[src/rtl/seg7_pkg.sv]
// -----------------------------------------------------------------------------
// seg7_pkg
// Shared definitions for the 4-digit hex 7-segment scanner.
//   SEG_BLANK : segment bus value with every segment and the dp dark (active-low)
//   DIG_BLANK : digit-enable bus value with every position off (active-low)
//   seg7()    : hex nibble -> abcdefg pattern, active-high, bit6=a ... bit0=g
// -----------------------------------------------------------------------------
package seg7_pkg;

  localparam logic [7:0] SEG_BLANK = 8'hFF;
  localparam logic [3:0] DIG_BLANK = 4'hF;

  function automatic logic [6:0] seg7(input logic [3:0] nibble);
    logic [6:0] s;
    case (nibble)
      4'h0: s = 7'b1111110;
      4'h1: s = 7'b0110000;
      4'h2: s = 7'b1101101;
      4'h3: s = 7'b1111001;
      4'h4: s = 7'b0110011;
      4'h5: s = 7'b1011011;
      4'h6: s = 7'b1011111;
      4'h7: s = 7'b1110000;
      4'h8: s = 7'b1111111;
      4'h9: s = 7'b1111011;
      4'hA: s = 7'b1110111;
      4'hB: s = 7'b0011111;
      4'hC: s = 7'b1001110;
      4'hD: s = 7'b0111101;
      4'hE: s = 7'b1001111;
      4'hF: s = 7'b1000111;
      default: s = 7'b0000000;
    endcase
    return s;
  endfunction

endpackage

[src/rtl/seg7_hex_decoder.sv]
// -----------------------------------------------------------------------------
// seg7_hex_decoder
// Purely combinational: one hex nibble to the active-low abcdefgh segment bus.
// The decimal point (bit 0) is always driven off.
//   nibble_i [3:0] : hex digit to show
//   seg_n_o  [7:0] : segment drive, active-low, bit7=a ... bit1=g, bit0=dp
// -----------------------------------------------------------------------------
module seg7_hex_decoder
  import seg7_pkg::*;
(
  input  logic [3:0] nibble_i,
  output logic [7:0] seg_n_o
);

  // dp appended as 0 before the inversion so it ends up dark (1) on the pins.
  assign seg_n_o = ~{seg7(nibble_i), 1'b0};

endmodule

[src/rtl/seg7_hex_scan4.sv]
// -----------------------------------------------------------------------------
// seg7_hex_scan4
// Time-multiplexed driver for a 4-digit common-anode 7-segment display showing
// a 16-bit value as four hex digits. Each position stays lit for digit_period
// clocks; the displayed value is re-sampled only at frame boundaries so a
// frame never mixes two values.
//   clk           : system clock, rising edge
//   reset_n       : asynchronous active-low reset; outputs dark while low
//   number [15:0] : value to show; nibble i goes to position i (0 = rightmost)
//   abcdefgh [7:0]: segment drive, active-low, bit7=a ... bit0=dp
//   digit [3:0]   : digit enables, active-low, digit[i] lights position i
// -----------------------------------------------------------------------------
module seg7_hex_scan4
  import seg7_pkg::*;
#(
  parameter int clk_mhz      = 50,
  parameter int digit_period = clk_mhz * 250
) (
  input  logic        clk,
  input  logic        reset_n,
  input  logic [15:0] number,
  output logic [7:0]  abcdefgh,
  output logic [3:0]  digit
);

  // digit_period is at least 2, so the counter is always at least 1 bit wide.
  localparam int              CNT_W    = $clog2(digit_period);
  localparam logic [CNT_W-1:0] CNT_LAST = CNT_W'(digit_period - 1);

  // ---------------------------------------------------------------------------
  // State
  // ---------------------------------------------------------------------------
  logic [CNT_W-1:0] cnt_q, cnt_d;
  logic [1:0]       idx_q, idx_d;
  logic [15:0]      snap_q, snap_d;
  logic             started_q, started_d;
  logic [7:0]       seg_q, seg_d;
  logic [3:0]       dig_q, dig_d;

  logic [3:0]       cur_nibble;
  logic [7:0]       cur_seg_n;

  // ---------------------------------------------------------------------------
  // State register
  // ---------------------------------------------------------------------------
  always_ff @(posedge clk or negedge reset_n) begin
    if (!reset_n) begin
      cnt_q     <= '0;
      idx_q     <= 2'd0;
      snap_q    <= 16'h0000;
      started_q <= 1'b0;
      seg_q     <= SEG_BLANK;
      dig_q     <= DIG_BLANK;
    end else begin
      cnt_q     <= cnt_d;
      idx_q     <= idx_d;
      snap_q    <= snap_d;
      started_q <= started_d;
      seg_q     <= seg_d;
      dig_q     <= dig_d;
    end
  end

  // ---------------------------------------------------------------------------
  // Next-state logic
  // ---------------------------------------------------------------------------
  always_comb begin
    cnt_d     = cnt_q;
    idx_d     = idx_q;
    snap_d    = snap_q;
    started_d = 1'b1;

    if (!started_q) begin
      // First edge after reset: take the initial snapshot and start position 0.
      snap_d = number;
      cnt_d  = '0;
      idx_d  = 2'd0;
    end else if (cnt_q == CNT_LAST) begin
      cnt_d = '0;
      idx_d = idx_q + 2'd1;
      // Leaving position 3 ends the frame; only here may the shown value change.
      if (idx_q == 2'd3) begin
        snap_d = number;
      end
    end else begin
      cnt_d = cnt_q + CNT_W'(1);
    end
  end

  // ---------------------------------------------------------------------------
  // Output logic (registered one cycle behind the scan state)
  // ---------------------------------------------------------------------------
  assign cur_nibble = snap_q[{idx_q, 2'b00} +: 4];

  seg7_hex_decoder u_decoder (
    .nibble_i (cur_nibble),
    .seg_n_o  (cur_seg_n)
  );

  always_comb begin
    seg_d = SEG_BLANK;
    dig_d = DIG_BLANK;
    if (started_q) begin
      seg_d = cur_seg_n;
      dig_d = ~(4'b0001 << idx_q);
    end
  end

  assign abcdefgh = seg_q;
  assign digit    = dig_q;

endmodule

[config.mk]
export PLATFORM = sky130hd
export DESIGN_NAME = seg7_hex_scan4
export DESIGN_NICKNAME = d
export VERILOG_FILES = /design/src/rtl/seg7_pkg.sv /design/src/rtl/seg7_hex_decoder.sv /design/src/rtl/seg7_hex_scan4.sv
export SDC_FILE = /design/constraint.sdc
export NUM_CORES = 1
export LEC_CHECK = 0
export CORE_MARGIN = 4
export CORE_UTILIZATION = 50
export DETAILED_ROUTE_END_ITERATION = 10
export DONT_BUFFER_PORTS = 1
export HOLD_SLACK_MARGIN = 0.05
export PLACE_DENSITY = 0.68
export RECOVER_POWER = 100
export SYNTH_ARGS = -nofsm -noshare
export SYNTH_HDL_FRONTEND = slang
export SYNTH_SLANG_ARGS = --single-unit
export TNS_END_PERCENT = 5
[constraint.sdc]
create_clock -name clk -period 3.2 [get_ports clk]
set_clock_uncertainty 0.15 [all_clocks]
set_input_delay 0.64 -clock clk [delete_from_list [all_inputs] [get_ports clk]]
set_output_delay 0.64 -clock clk [all_outputs]
set_load 0.005 [all_outputs]
==> impl_metrics.py <==
metrics = {
    "status": {
        "status": "finished, final reports clean",
    },
    "synthesis": {
        "synth_top_area_share_pct": 36.9,
        "synth-edff-count": 0,
        "synth_common_cells": "dfrtp_1, mux2_4, nor2_1",
        "async_reset_ff_share_pct": 100,
        "syn-cell-area_mm2": 0.00224,
        "yosysTopAreaCell": "dfrtp_1",
        "yosysMostFrequentCell": "dfrtp_1",
        "synth_ff_type": "dfrtp_1",
        "ys_ff_latch": 44,
        "syn_inst": 176,
        "synth.distinct_cells": 41,
        "yosysSeqAreaShare_pct": 49.8,
        "yosysWarnings": 0,
        "syn_area_per_cell_um2": 12.7,
        "synth.area.top_cells": "dfrtp_1, dfstp_2, mux2_4",
    },
    "worst_setup_path": {
        "arrival_ns": 2.52,
        "critPathKind": "reg -> reg",
        "cp-start-kind": "register",
        "path_max_fanout": 16,
        "critical_path_required_ns": 3.24,
        "endpoint_kind": "register",
    },
    "detailed_routing": {
        "drt_first_pass_iters": 4,
        "drtIter0Drc": 53,
        "vias": 1280,
        "drc": 0,
        "wire_per_inst_um": 16.1,
        "antenna_left": 0,
        "viasPerCell": 5.59,
        "finalWirelength_um": 3690,
    },
    "cts": {
        "insertion_delay_ns": 0.29,
        "root_buffer": "clkbuf_8",
        "cts_buffer_depth": 2,
        "clock-sinks": 44,
        "cts_made_buffers": 5,
        "path_clk_slew_ns": 0.08,
        "cts_setup_buffers": 0,
        "cts_tree": "built",
        "htree_levels": 2,
    },
    "grt": {
        "grt_max_degree": 45,
        "overflow": 0,
        "grt_pass1_vias": 1335,
        "track_usage_pct": 15.4,
        "grt_first_pass_wirelength_um": 6420,
        "grt_antenna_before_repair": 0,
    },
    "timing": {
        "finalCritPeriodShare_pct": 77.7,
        "slew_violations": 0,
        "timing.final.hold_violations": 0,
        "fin_crit_ns": 2.49,
        "setup-tns-final_ns": 0,
        "finalSetupViolations": 0,
        "fmax_mhz": 402,
        "whs_ns": 0.305,
        "rsz0062_at_grt": "no",
        "worst_slew_pin_slew_ns": 0.809,
        "setup_slack_ns": 0.714,
        "maxSlewHeadroom_pct": 46.1,
    },
    "final_layout": {
        "fin_util_pct": 52.6,
        "final_cell_count_no_fill": 229,
        "nets": 205,
        "drive_above_1_share_pct": 19.2,
        "n_antenna_cell": 0,
        "areaGrowthSynthToFinish_pct": 2.35,
        "fin_area_mm2": 0.00229,
    },
    "die": {
        "start_util_pct": 51.4,
        "dieWidth_um": 74.9,
        "fp.dieH_um": 74.9,
        "num_rows": 24,
        "die_area_mm2": 0.00561,
        "boundaryPins": 30,
        "core_mm2": 0.00435,
    },
    "pwr": {
        "cellLeakagePower_nw": 0.977,
        "power_density_mw_per_mm2": 475,
        "ir_drop_mv": 0.291,
        "power_mw": 1.09,
    },
    "placed_design": {
        "dp.cells": 219,
        "place_area_mm2": 0.00222,
        "hpwlAfterDp_um": 2660,
        "dp_worst_setup_slack_ns": 0.899,
        "port_buffers": 0,
        "place.gp.congestion": 0.765,
    },
    "worst_hold_path": {
        "hp-class": "reg -> reg",
    },
    "run": {
        "cap_violations": 0,
    },
}
flip-flops by register name (all words and copies together) (netlist names):
register / flops
started_q: 1
snap_q: 16
cnt_q: 14
abcdefgh: 7
digit: 4
idx_q: 2
power breakdown:
| part | switching, mW | leakage, nW | internal [mW] |
|---|---|---|---|
| Combinational | 0.0637 | 0.394 | 0.0535 |
| Sequential | 0.0211 | 0.532 | 0.597 |
| Clock | 0.180 | 0.0510 | 0.172 |
worst max-delay path, stage by stage, from the launching register on:
cell	delay, ns
dfrtp_1	0.44
nor4_1	0.48
nand4_4	0.21
o21ai_2	0.68
mux2_2	0.41
metal layers:
metal	up-vias	GRT usage, %	wire (um)
met5	-	0	0
met4	0	4.15	55
met3	6	7.34	254
met2	33	23.6	1740
met1	631	19.8	1650
li1	610	-	-
placed cells by master, fill, tap and decap left out, types with 2 or more instances in the layout:
cell	count
xor2_1	9
dfstp_2	7
or3_1	2
nand3_1	9
o311ai_0	2
mux2_2	6
clkinv_2	2
inv_1	6
nor2_1	12
o211ai_1	4
nand4_1	3
and4_1	2
and2_1	2
a21oi_1	4
dfrtp_1	33
clkbuf_8	6
mux2_1	9
o21ai_0	4
conb_1	2
mux2_4	3
xnor2_1	2
mux4_2	4
ha_1	11
nand2_1	11
nor2b_1	2
dfstp_1	4
what timing repair did:
action | in CTS | in global routing
setup endpoints to repair | 0 | 0
hold buffers | 2 | 0
resized for setup | 0 | 0
hold endpoints to repair | 44 | 0
cells by family after synthesis:
kind of cell    Yosys count  synth area share, %
simple gates             52                 13.6
flops                    44                 49.8
mux                      23                 15.5
compound gates           18                 5.65
buf+inv                  16                 4.70
fa+ha+maj                11                 6.15
xor+xnor                 11                 4.31
other cells               1                0.168
worst paths after layout:
kind	startpoint	endpoint	slack, ns	cells after the start
min in group asynchronous	reset_n	cnt_q[7]	0.65	2
worst max register to register	cnt_q[2]	snap_q[4]	0.71	4
worst min-delay path	cnt_q[0]	cnt_q[0]	0.31	1
worst max-delay path	cnt_q[2]	snap_q[4]	0.71	4
max in group asynchronous	reset_n	abcdefgh[3]	1.98	2
worst min register to register	cnt_q[0]	cnt_q[0]	0.31	1
area by class of cell:
type                            count  area [um^2]
Multi-Input combinational cell    117          965
Timing Repair Buffer                2         30.0
Clock inverter                      2         10.0
Inverter                            6         22.5
Clock buffer                        6         82.6
Fill cell                         374         2060
Sequential cell                    44         1110
Tap cell                           52         65.1
Power figures use the tool's default switching activity.
